$ cat src/rtl/i2c_slave_mem.sv
// I2C slave exposing DEPTH byte registers: a pointer byte sets the register index,
// subsequent bytes write or read with auto-increment. Open-drain SDA only, no stretching.
module i2c_slave_mem #(
    parameter logic [6:0] DEV_ADDR   = 7'h50,
    parameter int         DEPTH      = 16,
    parameter int         FILTER_LEN = 4
) (
    input  logic                     clk,
    input  logic                     rst,
    input  logic                     i2c_scl_i,
    output logic                     i2c_scl_o,
    output logic                     i2c_scl_t,
    input  logic                     i2c_sda_i,
    output logic                     i2c_sda_o,
    output logic                     i2c_sda_t,
    output logic                     busy,
    output logic                     wr_valid,
    output logic [$clog2(DEPTH)-1:0] wr_addr,
    output logic [7:0]               wr_data
);
    localparam int AW = $clog2(DEPTH);
    localparam int FW = $clog2(FILTER_LEN + 1);

    typedef enum logic [3:0] {
        S_IDLE, S_ADDR, S_ADDR_ACK, S_PTR, S_PTR_ACK,
        S_WR_DATA, S_WR_ACK, S_RD_DATA, S_RD_ACK
    } state_t;

    state_t          r_state, w_state_nxt;
    logic [1:0]      r_sync1, r_sync2, r_filt, r_filt_d;  // bit 0 = SCL, bit 1 = SDA
    logic [FW-1:0]   r_fcnt [2];
    logic [6:0]      r_shift;
    logic [3:0]      r_cnt;
    logic [7:0]      r_rd_byte;
    logic [7:0]      r_mem [DEPTH];
    logic [AW-1:0]   r_ptr, r_wr_addr;
    logic [7:0]      r_wr_data;
    logic            r_sda_t, r_busy, r_wr_valid, r_rw, r_ack_on;

    logic            w_scl, w_sda, w_scl_rise, w_scl_fall, w_start, w_stop, w_bit8, w_hit;
    logic [7:0]      w_byte;
    logic [AW-1:0]   w_ptr_inc;

    assign i2c_scl_o = 1'b0;
    assign i2c_scl_t = 1'b1;
    assign i2c_sda_o = 1'b0;
    assign i2c_sda_t = r_sda_t;
    assign busy      = r_busy;
    assign wr_valid  = r_wr_valid;
    assign wr_addr   = r_wr_addr;
    assign wr_data   = r_wr_data;

    // A filtered line follows its synchronized input only after FILTER_LEN stable cycles.
    always_ff @(posedge clk) begin
        if (rst) begin
            r_sync1  <= 2'b11;
            r_sync2  <= 2'b11;
            r_filt   <= 2'b11;
            r_filt_d <= 2'b11;
            r_fcnt[0] <= '0;
            r_fcnt[1] <= '0;
        end else begin
            r_sync1  <= {i2c_sda_i, i2c_scl_i};
            r_sync2  <= r_sync1;
            r_filt_d <= r_filt;
            for (int i = 0; i < 2; i++) begin
                if (r_sync2[i] == r_filt[i]) begin
                    r_fcnt[i] <= '0;
                end else if (r_fcnt[i] == FW'(FILTER_LEN - 1)) begin
                    r_filt[i] <= r_sync2[i];
                    r_fcnt[i] <= '0;
                end else begin
                    r_fcnt[i] <= r_fcnt[i] + FW'(1);
                end
            end
        end
    end

    assign w_scl      = r_filt[0];
    assign w_sda      = r_filt[1];
    assign w_scl_rise = w_scl & ~r_filt_d[0];
    assign w_scl_fall = ~w_scl & r_filt_d[0];
    assign w_start    = w_scl & r_filt_d[0] & ~w_sda & r_filt_d[1];
    assign w_stop     = w_scl & r_filt_d[0] & w_sda & ~r_filt_d[1];
    assign w_byte     = {r_shift, w_sda};
    assign w_bit8     = w_scl_rise && (r_cnt == 4'd7);
    assign w_hit      = (w_byte[7:1] == DEV_ADDR);
    assign w_ptr_inc  = r_ptr + AW'(1);

    always_ff @(posedge clk) begin
        if (rst) r_state <= S_IDLE;
        else     r_state <= w_state_nxt;
    end

    always_comb begin
        w_state_nxt = r_state;
        if (w_stop) begin
            w_state_nxt = S_IDLE;
        end else if (w_start) begin
            w_state_nxt = S_ADDR;
        end else begin
            case (r_state)
                S_ADDR:     if (w_bit8) w_state_nxt = w_hit ? S_ADDR_ACK : S_IDLE;
                S_ADDR_ACK: if (w_scl_fall && r_ack_on) w_state_nxt = r_rw ? S_RD_DATA : S_PTR;
                S_PTR:      if (w_bit8) w_state_nxt = S_PTR_ACK;
                S_PTR_ACK:  if (w_scl_fall && r_ack_on) w_state_nxt = S_WR_DATA;
                S_WR_DATA:  if (w_bit8) w_state_nxt = S_WR_ACK;
                S_WR_ACK:   if (w_scl_fall && r_ack_on) w_state_nxt = S_WR_DATA;
                S_RD_DATA:  if (w_scl_fall && r_cnt == 4'd8) w_state_nxt = S_RD_ACK;
                S_RD_ACK:   if (w_scl_rise) w_state_nxt = w_sda ? S_IDLE : S_RD_DATA;
                default:    w_state_nxt = r_state;
            endcase
        end
    end

    always_ff @(posedge clk) begin
        if (rst) begin
            r_sda_t    <= 1'b1;
            r_busy     <= 1'b0;
            r_wr_valid <= 1'b0;
            r_wr_addr  <= '0;
            r_wr_data  <= '0;
            r_ptr      <= '0;
            r_shift    <= '0;
            r_rd_byte  <= '0;
            r_cnt      <= '0;
            r_rw       <= 1'b0;
            r_ack_on   <= 1'b0;
            for (int i = 0; i < DEPTH; i++) r_mem[i] <= '0;
        end else begin
            r_wr_valid <= 1'b0;
            if (w_stop) begin
                r_sda_t  <= 1'b1;
                r_busy   <= 1'b0;
                r_cnt    <= '0;
                r_ack_on <= 1'b0;
            end else if (w_start) begin
                r_sda_t  <= 1'b1;
                r_cnt    <= '0;
                r_ack_on <= 1'b0;
            end else begin
                case (r_state)
                    S_ADDR, S_PTR, S_WR_DATA: if (w_scl_rise) begin
                        r_shift <= w_byte[6:0];
                        r_cnt   <= r_cnt + 4'd1;
                        if (r_cnt == 4'd7) begin
                            r_cnt    <= '0;
                            r_ack_on <= 1'b0;
                            if (r_state == S_ADDR) begin
                                r_busy <= w_hit;
                                r_rw   <= w_sda;
                            end else if (r_state == S_PTR) begin
                                r_ptr <= w_byte[AW-1:0];
                            end else begin
                                r_mem[r_ptr] <= w_byte;
                                r_wr_valid   <= 1'b1;
                                r_wr_addr    <= r_ptr;
                                r_wr_data    <= w_byte;
                                r_ptr        <= w_ptr_inc;
                            end
                        end
                    end
                    // First fall after the 8th bit starts the ACK, the next one ends it.
                    S_ADDR_ACK, S_PTR_ACK, S_WR_ACK: if (w_scl_fall) begin
                        if (!r_ack_on) begin
                            r_ack_on <= 1'b1;
                            r_sda_t  <= 1'b0;
                        end else begin
                            r_ack_on <= 1'b0;
                            if (r_state == S_ADDR_ACK && r_rw) begin
                                r_rd_byte <= r_mem[r_ptr];
                                r_sda_t   <= r_mem[r_ptr][7];
                            end else begin
                                r_sda_t <= 1'b1;
                            end
                        end
                    end
                    S_RD_DATA: begin
                        if (w_scl_rise)      r_cnt   <= r_cnt + 4'd1;
                        else if (w_scl_fall) r_sda_t <= (r_cnt == 4'd8) ? 1'b1 : r_rd_byte[~r_cnt[2:0]];
                    end
                    S_RD_ACK: if (w_scl_rise && !w_sda) begin
                        r_ptr     <= w_ptr_inc;
                        r_rd_byte <= r_mem[w_ptr_inc];
                        r_cnt     <= '0;
                    end
                    default: ;
                endcase
            end
        end
    end
endmodule

$ cat config.mk
export PLATFORM = sky130hd
export DESIGN_NAME = i2c_slave_mem
export DESIGN_NICKNAME = d
export VERILOG_FILES = /design/src/rtl/i2c_slave_mem.sv
export SDC_FILE = /design/constraint.sdc
export NUM_CORES = 1
export LEC_CHECK = 0
export ABC_AREA = 1
export BUFFER_PORTS_ARGS = -buffer_cell sky130_fd_sc_hd__buf_2
export CAP_MARGIN = 20
export CORE_AREA = 2 2 155 157
export DETAILED_ROUTE_END_ITERATION = 8
export DIE_AREA = 0 0 157 159
export GPL_ROUTABILITY_DRIVEN = 0
export SLEW_MARGIN = 20
export SYNTH_ARGS = -nofsm -noshare
export SYNTH_HDL_FRONTEND = slang
export SYNTH_SLANG_ARGS = --single-unit
$ cat constraint.sdc
create_clock -name clk -period 5.38 [get_ports clk]
set_input_delay 0.538 -clock clk [delete_from_list [all_inputs] [get_ports clk]]
set_output_delay 0.538 -clock clk [all_outputs]
set_load 0.01 [all_outputs]
---- Word level (Yosys, flattened, before mapping) ----
Memory sizes are Yosys's and may differ from the RTL's. A register that Yosys moved wholly into a read port is not among the register bits.
Index checks and enable logic that the tools add are counted.
Widths: inputs -> output; s select.
word-level totals
  word-level logic and storage cells ...... 206
  output and inout port bits .............. 18
  bits in writable memories ............... 134
  memories ................................ 2
  bits of input ports ..................... 4
  bits in registers ....................... 52
operators by class
  $add $sub $neg .......................... 4
  order comparisons ....................... 1
  mux-type cells .......................... 86
  bitwise logic cells ..................... 24
  equality and inequality tests ........... 39
  reduce and logical (&&, ||, !) cells .... 32
memory list
  name    words  bits a word  rd ports  clocked after memory_dff  wr ports  RTL line  source
  r_mem   16     8            2         1                         16        35        logic [7:0] r_mem [DEPTH];
  r_fcnt  2      3            2         0                         2         31        logic [FW-1:0] r_fcnt [2];
operators by type and width
  operator             count
  $mux 4               19
  $mux 1               46
  $mux 8               5
  $ne 2x2->1 const B   16
  $pmux 4 s7           1
  $mux 3               8
  $reduce_and 7->1     3
  $eq 4x3->1 const B   5
  $ne 3x3->1 const B   6
  $pmux 8 s2           1
  $reduce_and 4->1     4
  $reduce_and 8->1     2
  $pmux 4 s3           1
  $not 1->1            10
  $reduce_or 3->1      3
  $add 4x1->4 const B  2
  $eq 4x2->1 const B   2
  $eq 4x4->1 const B   2
  $pmux 4 s2           1
  $reduce_bool 2->1    4
  $reduce_bool 8->1    1
  $reduce_or 8->1      1
  $and 1x1->1          7
  $eq 7x7->1 const B   1
  20 further kinds     35

---- Depth between registers and ports, before layout ----
Gate-level depths: netlist (run 1).
  depth in word-level cells ............... 12
  gate-level depth with buffers ........... 13
  depth with buffers taken out ............ 12

---- Worst setup path after synthesis (run 1) ----
No wires, ideal clock.
  path kind ............................... register to register
  start ................................... register r_ptr[0]
  end ..................................... register r_rd_byte[7]
  arrival time ............................ 2.215 ns
  library setup time ...................... 0.070 ns
  cell stages (with the launch flop) ...... 14
  slack ................................... 3.095 ns
  period minus slack after synthesis ...... 2.285 ns
  path buffers ............................ 4
  data required time ...................... 5.310 ns
  path through ............................ dfxtp_1 -> inv_1 -> buf_2 -> buf_1 -> ha_1 -> clkbuf_1 -> inv_1 -> clkbuf_1 -> nand3_1 -> nand3_1 -> nand3_1 -> nand3_1 -> nand3_1 -> a21oi_1
between the ends
  cells in the longest elaborated chain, start to end .. 4
ends and longest elaborated chain
  item                    RTL line  source
  start, declared         36        logic [AW-1:0] r_ptr, r_wr_addr;
  start signal, assigned  153       r_ptr <= w_byte[AW-1:0];
  start signal, assigned  159       r_ptr <= w_ptr_inc;
  start signal, assigned  183       r_ptr <= w_ptr_inc;
  $add 4x1->4             88        assign w_ptr_inc = r_ptr + AW'(1);
  $mem_v2 16x8            n/a
  $mux 8                  182       S_RD_ACK: if (w_scl_rise && !w_sda) begin
  $pmux 8 s2              142       case (r_state)
  end signal, assigned    171       r_rd_byte <= r_mem[r_ptr];
  end signal, assigned    184       r_rd_byte <= r_mem[w_ptr_inc];
  end, declared           34        logic [7:0] r_rd_byte;
Every way passes these cells. The select of a mux whose other input is x is not followed.
A chain may end at the register's enable or synchronous reset.

==> results of run 1 <==
-- per-stage QoR --
step	power, mW	setup WS [ns]
2_1_floorplan	2.681	3.095
3_3_place_gp	3.044	2.358
3_5_place_dp	3.046	2.355
4_1_cts	4.352	2.314
5_1_grt	4.584	2.089
6_report	4.385	2.286
-- cells by family (layout without fill, tap and decap cells) --
| group | count (synthesis) | count (layout) | share of synthesized area [%] |
|---|---|---|---|
| flops | 190 | 190 | 50.09 |
| fa+ha+maj | 10 | 10 | 1.218 |
| other cells | 2 | 9 | 0.07311 |
| xor+xnor | 3 | 3 | 0.2558 |
| simple gates | 792 | 792 | 33.48 |
| buf+inv | 257 | 244 | 9.610 |
| compound gates | 100 | 100 | 5.274 |
-- final timing paths --
path         slack, ns                     end  cells past startpoint             startpoint
min reg2reg       0.42   r_sync2[1]$_SDFF_PP1_                      1  r_sync1[1]$_SDFF_PP1_
max               2.29  i2c_sda_t$_SDFFE_PP1P_                     11              flip-flop
max reg2reg       2.29  i2c_sda_t$_SDFFE_PP1P_                     11              flip-flop
min               0.27   r_sync1[1]$_SDFF_PP1_                      2              i2c_sda_i
-- state kept, by name, summed over array words and instances, names as in the netlist, named ones only --
name	count
i2c_sda_t	1
r_rd_byte	8
r_sync2	2
wr_addr	4
r_state	4
wr_data	8
r_ptr	4
r_fcnt	6
busy	1
r_ack_on	1
r_mem	128
r_shift	7
wr_valid	1
r_rw	1
r_cnt	4
r_sync1	2
r_filt	2
r_filt_d	2
-- metal layers --
metal	vias up	GRT usage, %
li1	4317	-
met3	48	4.246
met1	4218	37.12
met4	0	6.130
met2	409	37.92
met5	-	0
-- synthesized netlist by cell type (2+ instances only) --
cell type	number	area share, %
xor2_1	2	0.17
conb_1	2	0.073
nand3_2	2	0.19
inv_2	8	0.29
buf_1	4	0.15
nand4_1	3	0.18
nor4_1	3	0.18
clkbuf_1	60	2.2
inv_1	169	6.2
or2_2	4	0.24
a21oi_1	39	1.9
nor2_4	7	0.77
edfxtp_1	134	39
nand2_2	17	1.0
nor2_2	2	0.12
nor3_2	2	0.19
o22ai_1	2	0.12
nor3_1	3	0.15
nor2_1	169	6.2
buf_2	6	0.29
nand2_1	334	12
clkinv_1	6	0.22
buf_4	4	0.29
o211ai_1	10	0.73
o21ai_0	43	2.1
ha_1	10	1.2
nand3_1	244	12
dfxtp_1	56	11
-- final cells by class --
class | instances | area share [%]
Multi-Input combinational cell | 914 | 37.22
Timing Repair Buffer | 29 | 1.610
Clock buffer | 17 | 3.801
Inverter | 183 | 6.148
Tap cell | 319 | 3.566
Sequential cell | 190 | 45.99
Clock inverter | 15 | 1.666
-- power breakdown --
part | switching (mW) | internal [mW] | total, mW
sequential | 0.0913 | 1.64 | 1.73
combinational | 0.949 | 0.393 | 1.34
clock | 0.671 | 0.638 | 1.31
==> impl_metrics.toml, run 1 <==
[yosys]
avgSynthCellArea_um2 = 7.587
yosys_warnings = 0
syn_inst = 1354
synth_edf_count = 134
synth_top_flop_cell = "edfxtp_1"
syn_area_um2 = 10270
ys_types = 37
synth-async-reset-ratio_pct = 0
ys_ff_latch = 190
ys_seq_area_share_pct = 50.09

[detailed_routing]
highest_layer = "met4"
drc_errors = 0
ant_nets = 0
wl_met2_um = 13640
wl_per_cell_um = 18.13
vias_per_cell = 5.394
wl_met1_um = 13630
firstDrtPassIters = 6
wl_met3_um = 2359
drtIter0Drc = 1238
vias = 8992
routed_wl_um = 30230

[sta]
slew_headroom_pct = 26.84
fin_skew_ns = 0.01029
whs_ns = 0.2660
period_minus_slack_ns = 3.094
hold_viol_final = 0
rsz0062_at_grt = "false"
post-route-period-util_pct = 57.52
worst_slew_pin_slew_ns = 1.091
drv_slew = 0
setup-tns-final_ns = 0
clock.fmax_mhz = 323.2
setup-violations-final = 0

[cells_and_area]
register_area_um2 = 5147
n_fill_cell = 2250
final_core_util_pct = 48.26
antennaDiodeCount = 0
final_cell_mix = "334 x nand2_1, 244 x nand3_1, 169 x nor2_1"
stdcell_area_um2 = 11190
final_common_cell = "nand2_1"
area_delta_synth_final_pct = 8.964
finalNonFillerCells = 1667
fin_nets = 1349
post_route_cells_drive_above_1_share_pct = 7.864
multi_input_area_um2 = 4167

[worst_setup_path]
path_cells = "buf_4 > clkinv_2 > nand2_1 > nand3_1 > nand3_1 > nand3_1 > nand3_1 > nand2_1 > nand2_1 > nand2_1 > nand2_1"
cp_max_fo = 67
cp-end-kind = "flip-flop"
cp.arrival_ns = 3.48
crit_family = "buffers and inverters"
startpoint_type = "flip-flop"
worstPathRequired_ns = 5.77
max_stage_delay_ns = 1.00
path_common_cell = "nand2_1"
crit_type = "reg -> reg"
critPathBufInv = 2
critical_path.slowest_cell = "clkinv_2"

[place]
place_inst = 1634
dp_hpwl_um = 20110
port_buffers = 18
post_dp_cell_area_um2 = 10570

[run]
maxCapViolations = 0

[die]
row_count = 56
fp.dieArea_um2 = 24960
ios = 22
initial_core_util_pct = 44.29
die_w_um = 157
core_um2 = 23190
dieHeight_um = 159

[clock_tree]
postCtsSetupRepairBufs = 0
clock_path_buffers = 2
cts-root-buf = "clkbuf_16"
h-tree-depth = 4
path_clk_slew_ns = 0.08
ctsHoldBuffers = 0
insertion_delay_ns = 0.45
cts_sinks = 190
cts_buffers = 17
cts_resized = 0
cts_tree = "done"

[grt]
grt_pass1_vias = 8305
grt.total_usage_pct = 24.96
grt_pass1_wl_um = 47330
grt_overflow = 0
grt_max_degree = 68
antenna_found_initial = 0

[power]
p_per_area_nw_per_um2 = 391.7
power_leakage_nw = 4.735
peakVddDrop_uv = 223.7

[worst_hold_path]
hp-class = "in -> reg"

[outcome]
outcome = "completed"
(Power assumes the default switching activity.)
==> inputs of run 2 (changes only) <==
clock period = 2.7 ns   (was 5.38 ns; I/O delays follow)
==> run 2 against run 1 <==
  * Die area unchanged
  * Clock skew increased by 0.0031 ns
  * Final cell count rose by 1.6%
  * Critical path depth did not move
  * Combinational power grew 110%
  * First-iteration DRC count fell by 21%
  * Non-clock buffer count increased by 27
  * Design area grew 1.9%
  * Setup slack got worse by 2.1 ns
  * Clock power increased by 92%
  * Routed wire length up 0.36%
  * Critical endpoint is now r_mem[5][5]$_SDFFCE_PN0P_
  * Highest routed layer unchanged
==> impl_metrics.toml, run 2 (same netlist as run 1, synthesis figures left out) <==
[outcome]
outcome = "completed"

[grt]
grt_pass1_vias = 8426
antenna_found_initial = 0
grt.total_usage_pct = 25.10
grt_max_degree = 67
grt_overflow = 0
grt_pass1_wl_um = 47670

[cells_and_area]
final_core_util_pct = 49.19
fin_nets = 1376
final_cell_mix = "334 x nand2_1, 244 x nand3_1, 169 x nor2_1"
top_register = "r_mem"
largest_register_ffs = 128
final_common_cell = "nand2_1"
post_route_cells_drive_above_1_share_pct = 9.527
n_fill_cell = 2235
finalNonFillerCells = 1694
area_delta_synth_final_pct = 11.05
antennaDiodeCount = 0

[sta]
post-route-period-util_pct = 92.22
worst_slew_pin_slew_ns = 0.7786
setup-violations-final = 0
whs_ns = 0.2373
period_minus_slack_ns = 2.490
drv_slew = 0
slew_headroom_pct = 47.91
fin_skew_ns = 0.01335
rsz0062_at_grt = "false"
setup-tns-final_ns = 0
clock.fmax_mhz = 401.6
hold_viol_final = 0

[detailed_routing]
ant_nets = 0
wl_per_cell_um = 17.91
vias_per_cell = 5.357
drc_errors = 0
routed_wl_um = 30330
firstDrtPassIters = 6
vias = 9074
drtIter0Drc = 977

[die]
initial_core_util_pct = 44.29
die_w_um = 157
fp.dieArea_um2 = 24960
dieHeight_um = 159
core_um2 = 23190
row_count = 56
ios = 22

[place]
port_buffers = 18
dp_hpwl_um = 20510
place_inst = 1660

[worst_setup_path]
startpoint_type = "flip-flop"
cp_max_fo = 9
crit_type = "reg -> reg"
cp.arrival_ns = 2.60
cp-end-kind = "flip-flop"
worstPathRequired_ns = 2.81

[power]
power_leakage_nw = 4.860
peakVddDrop_uv = 551.2
p_total_mw = 8.733
p_per_area_nw_per_um2 = 765.6

[clock_tree]
cts-root-buf = "clkbuf_16"
cts_buffers = 17
h-tree-depth = 4
path_clk_slew_ns = 0.07
cts_resized = 0
insertion_delay_ns = 0.44
postCtsSetupRepairBufs = 0
cts_tree = "done"
cts_sinks = 190
ctsHoldBuffers = 2
clock_path_buffers = 2

[run]
maxCapViolations = 0

[worst_hold_path]
hp-class = "in -> reg"
[run 2: routing by layer]
| metal | global-route usage (%) | up-vias | wire [um] |
|---|---|---|---|
| met5 | 0 | - | 0 |
| met2 | 37.30 | 421 | 13400 |
| li1 | - | 4370 | - |
| met1 | 37.73 | 4222 | 13670 |
| met3 | 3.947 | 61 | 2493 |
| met4 | 7.423 | 0 | 767 |
[run 2: final timing paths]
path	from	endpoint	slack (ns)	depth (start not counted)
min reg2reg	r_sync1[1]$_SDFF_PP1_	r_sync2[1]$_SDFF_PP1_	0.41	1
min	rst	r_rd_byte[7]$_SDFFE_PP0P_	0.24	2
max	r_cnt[0]$_SDFFE_PP0P_	r_mem[5][5]$_SDFFCE_PN0P_	0.21	11
max reg2reg	r_cnt[0]$_SDFFE_PP0P_	r_mem[5][5]$_SDFFCE_PN0P_	0.21	11
[run 2: metrics by stage]
step / setup slack [ns] / cell area (um2)
floorplan: 0.4150 / 10300
CTS: 0.2213 / 11410
detailed placement: 0.2402 / 10800
finish: 0.2100 / 11410
global placement: 0.2900 / 10800
global route: 0.001559 / 11410
[run 2: layout make-up]
class	instances	area [um2]	area share [%]
clock inverter	15	163.9	1.437
tap	319	399.1	3.499
multi-input combinational	914	4167	36.53
inverter	183	686.9	6.022
sequential	190	5147	45.12
timing repair buffer	56	417.9	3.663
clock buffer	17	425.4	3.729
[run 2: where the power goes]
group | leakage [nW] | internal [mW] | switching [mW]
registers | 1.75 | 3.27 | 0.125
clock network | 0.289 | 1.25 | 1.27
logic | 2.83 | 0.838 | 1.98
[run 2: critical path, cell delays in order (launching register included)]
cell	delay [ns]
dfxtp_1	0.43
ha_1	0.21
nand2_1	0.07
nor2_1	0.18
nand2_2	0.13
nor2_4	0.14
inv_2	0.04
nor2_2	0.10
inv_2	0.12
nor2_4	0.27
nand2_2	0.17
nand2_1	0.31
==> inputs of run 3 (changes only) <==
--- a/config.mk
+++ b/config.mk
@@ -10,6 +10,7 @@
 export CAP_MARGIN = 20
-export CORE_AREA = 2 2 155 157
+export CORE_AREA = 2 2 140 142
 export DETAILED_ROUTE_END_ITERATION = 8
-export DIE_AREA = 0 0 157 159
+export DIE_AREA = 0 0 142 144
 export GPL_ROUTABILITY_DRIVEN = 0
+export PLACE_DENSITY = 0.73
 export SLEW_MARGIN = 20
==> constraint.sdc (replaced) <==
create_clock -name clk -period 2.7 [get_ports clk]
set_input_delay 0.405 -clock clk [delete_from_list [all_inputs] [get_ports clk]]
set_output_delay 0.405 -clock clk [all_outputs]
set_load 0.01 [all_outputs]
==> run 3 against run 2 <==
  * Die area is 18% lower
  * Global-route usage up 3.9 points
  * Clock skew fell by 0.0040 ns
  * Non-clock buffer count decreased by 5
  * Highest routed layer unchanged
==> impl_metrics.toml, run 3 (same netlist as run 1, synthesis figures left out) <==
[detailed_routing]
routed_wl_um = 28710
drtIter0Drc = 1281
drc_errors = 0
firstDrtPassIters = 6
ant_nets = 0
vias_per_cell = 5.736
wl_per_cell_um = 17.86
vias = 9224

[cells_and_area]
stdcell_area_um2 = 11300
antennaDiodeCount = 0
final_common_cell = "nand2_1"
largest_register_ffs = 128
top_register = "r_mem"
area_delta_synth_final_pct = 9.976
final_cell_mix = "328 x nand2_1, 244 x nand3_1, 169 x inv_1, 169 x nor2_1, 134 x edfxtp_1"
n_fill_cell = 1684
post_route_cells_drive_above_1_share_pct = 9.781
fin_nets = 1371

[place]
port_buffers = 18
dp_hpwl_um = 19260
post_dp_cell_area_um2 = 10660

[die]
ios = 22
fp.dieArea_um2 = 20450
dieHeight_um = 144
core_um2 = 19080
initial_core_util_pct = 53.84
row_count = 51
die_w_um = 142

[worst_setup_path]
r2r-end = "r_mem[7][3]$_SDFFCE_PN0P_"
startpoint_type = "flip-flop"
cp.arrival_ns = 2.71
cp_max_fo = 9
crit_type = "reg -> reg"
worstPathRequired_ns = 2.82
r2r_slack_ns = 0.11
cp-end-kind = "flip-flop"
r2r-start = "r_cnt[0]$_SDFFE_PP0P_"
reg2reg_depth = 11

[sta]
hold_viol_final = 0
fin_skew_ns = 0.009371
rsz0062_at_grt = "false"
worst_slew_pin_slew_ns = 0.9689
drv_slew = 0
slew_headroom_pct = 35.00
period_minus_slack_ns = 2.594
whs_ns = 0.1383
clock.fmax_mhz = 385.5
setup-tns-final_ns = 0
setup-violations-final = 0
post-route-period-util_pct = 96.09

[clock_tree]
cts_sinks = 190
cts_buffers = 17
clock_path_buffers = 2
cts-root-buf = "clkbuf_16"
cts_tree = "done"
insertion_delay_ns = 0.44
h-tree-depth = 4
path_clk_slew_ns = 0.08

[worst_hold_path]
hp-class = "in -> reg"
hold-path-endpoint = "r_sync1[0]$_SDFF_PP1_"
hp-start = "i2c_scl_i"
holdPathStages = 2

[power]
p_total_mw = 8.851
p_seq_share_pct = 38.2
power_frac_clock_pct = 29.6
peakVddDrop_uv = 484.8
p_comb_share_pct = 32.2
p_per_area_nw_per_um2 = 783.4
p_sw_mw = 3.381
p_int_mw = 5.470
power_leakage_nw = 4.855
sw_frac_of_total_pct = 38.20

[grt]
grt_pass1_vias = 8612
grt_overflow = 0
grt.total_usage_pct = 29.00
grt_pass1_wl_um = 45200
grt_max_degree = 67
antenna_found_initial = 0

[outcome]
outcome = "completed"

[run]
maxCapViolations = 0
## run 3: what timing repair did
| item | 4_1_cts | 5_1_grt |
|---|---|---|
| resized for setup | 0 | 6 |
| hold endpoints to repair | 0 | 0 |
| setup buffers | 0 | 0 |
| setup endpoints to repair | 0 | 48 |
| hold buffers | 0 | 0 |
## run 3: layout make-up
cell class / instances / area (um2) / share of cell area (%)
flip-flops and latches: 190 / 5147 / 45.56
multi-input cells: 914 / 4182 / 37.01
inverters: 183 / 686.9 / 6.080
clock buffers: 17 / 425.4 / 3.766
repair buffers: 51 / 362.8 / 3.212
well taps: 238 / 297.8 / 2.636
clock inverters: 15 / 195.2 / 1.728
## run 3: power by group through the flow
stage,clock network (mW),registers (mW),logic (mW)
floorplan,0,3.40,1.94
finish,2.62,3.38,2.85
detailed placement,0,3.45,2.71
CTS,2.62,3.38,2.73
global placement,0,3.44,2.70
global route,2.74,3.40,3.08
## run 3: per-stage QoR
step | utilization (%) | setup slack (ns) | cells
floorplan | - | 0.4150 | 1361
global placement | 55.88 | 0.2044 | 1576
detailed placement | 55.88 | 0.1636 | 1576
CTS | 59.13 | 0.1384 | 1608
global route | 59.21 | 0.003503 | 1608
finish | 59.21 | 0.1057 | 1608
## run 3: routing by layer
layer  up-vias  GRT usage (%)  wire [um]
met2       547          43.45      12550
met4         0          13.68       1243
met1      4224          40.29      12160
met5         -              0          0
li1       4351              -          -
met3       102          6.391       2759
## run 3: how the worst max path moves through the flow
stage	from	end	slack, ns
after floorplan	r_ptr[0]$_SDFFE_PP0P_	r_rd_byte[7]$_SDFFE_PP0P_	0.41
after global placement	r_cnt[0]$_SDFFE_PP0P_	r_mem[3][3]$_SDFFCE_PN0P_	0.20
after detailed placement	r_cnt[0]$_SDFFE_PP0P_	r_mem[3][6]$_SDFFCE_PN0P_	0.16
after CTS	r_cnt[0]$_SDFFE_PP0P_	r_mem[3][6]$_SDFFCE_PN0P_	0.14
after global routing	r_cnt[0]$_SDFFE_PP0P_	r_mem[4][5]$_SDFFCE_PN0P_	0.004
final	r_cnt[0]$_SDFFE_PP0P_	r_mem[7][3]$_SDFFCE_PN0P_	0.11
## run 3: critical path, stage by stage, from the launching register on
cell	delay [ns]
dfxtp_1	0.44
ha_1	0.20
nand2_1	0.07
nor2_1	0.19
nand2_2	0.14
nor2_4	0.14
inv_2	0.04
nor2_2	0.12
inv_2	0.12
nor2_4	0.33
nand2_2	0.18
nand2_1	0.30
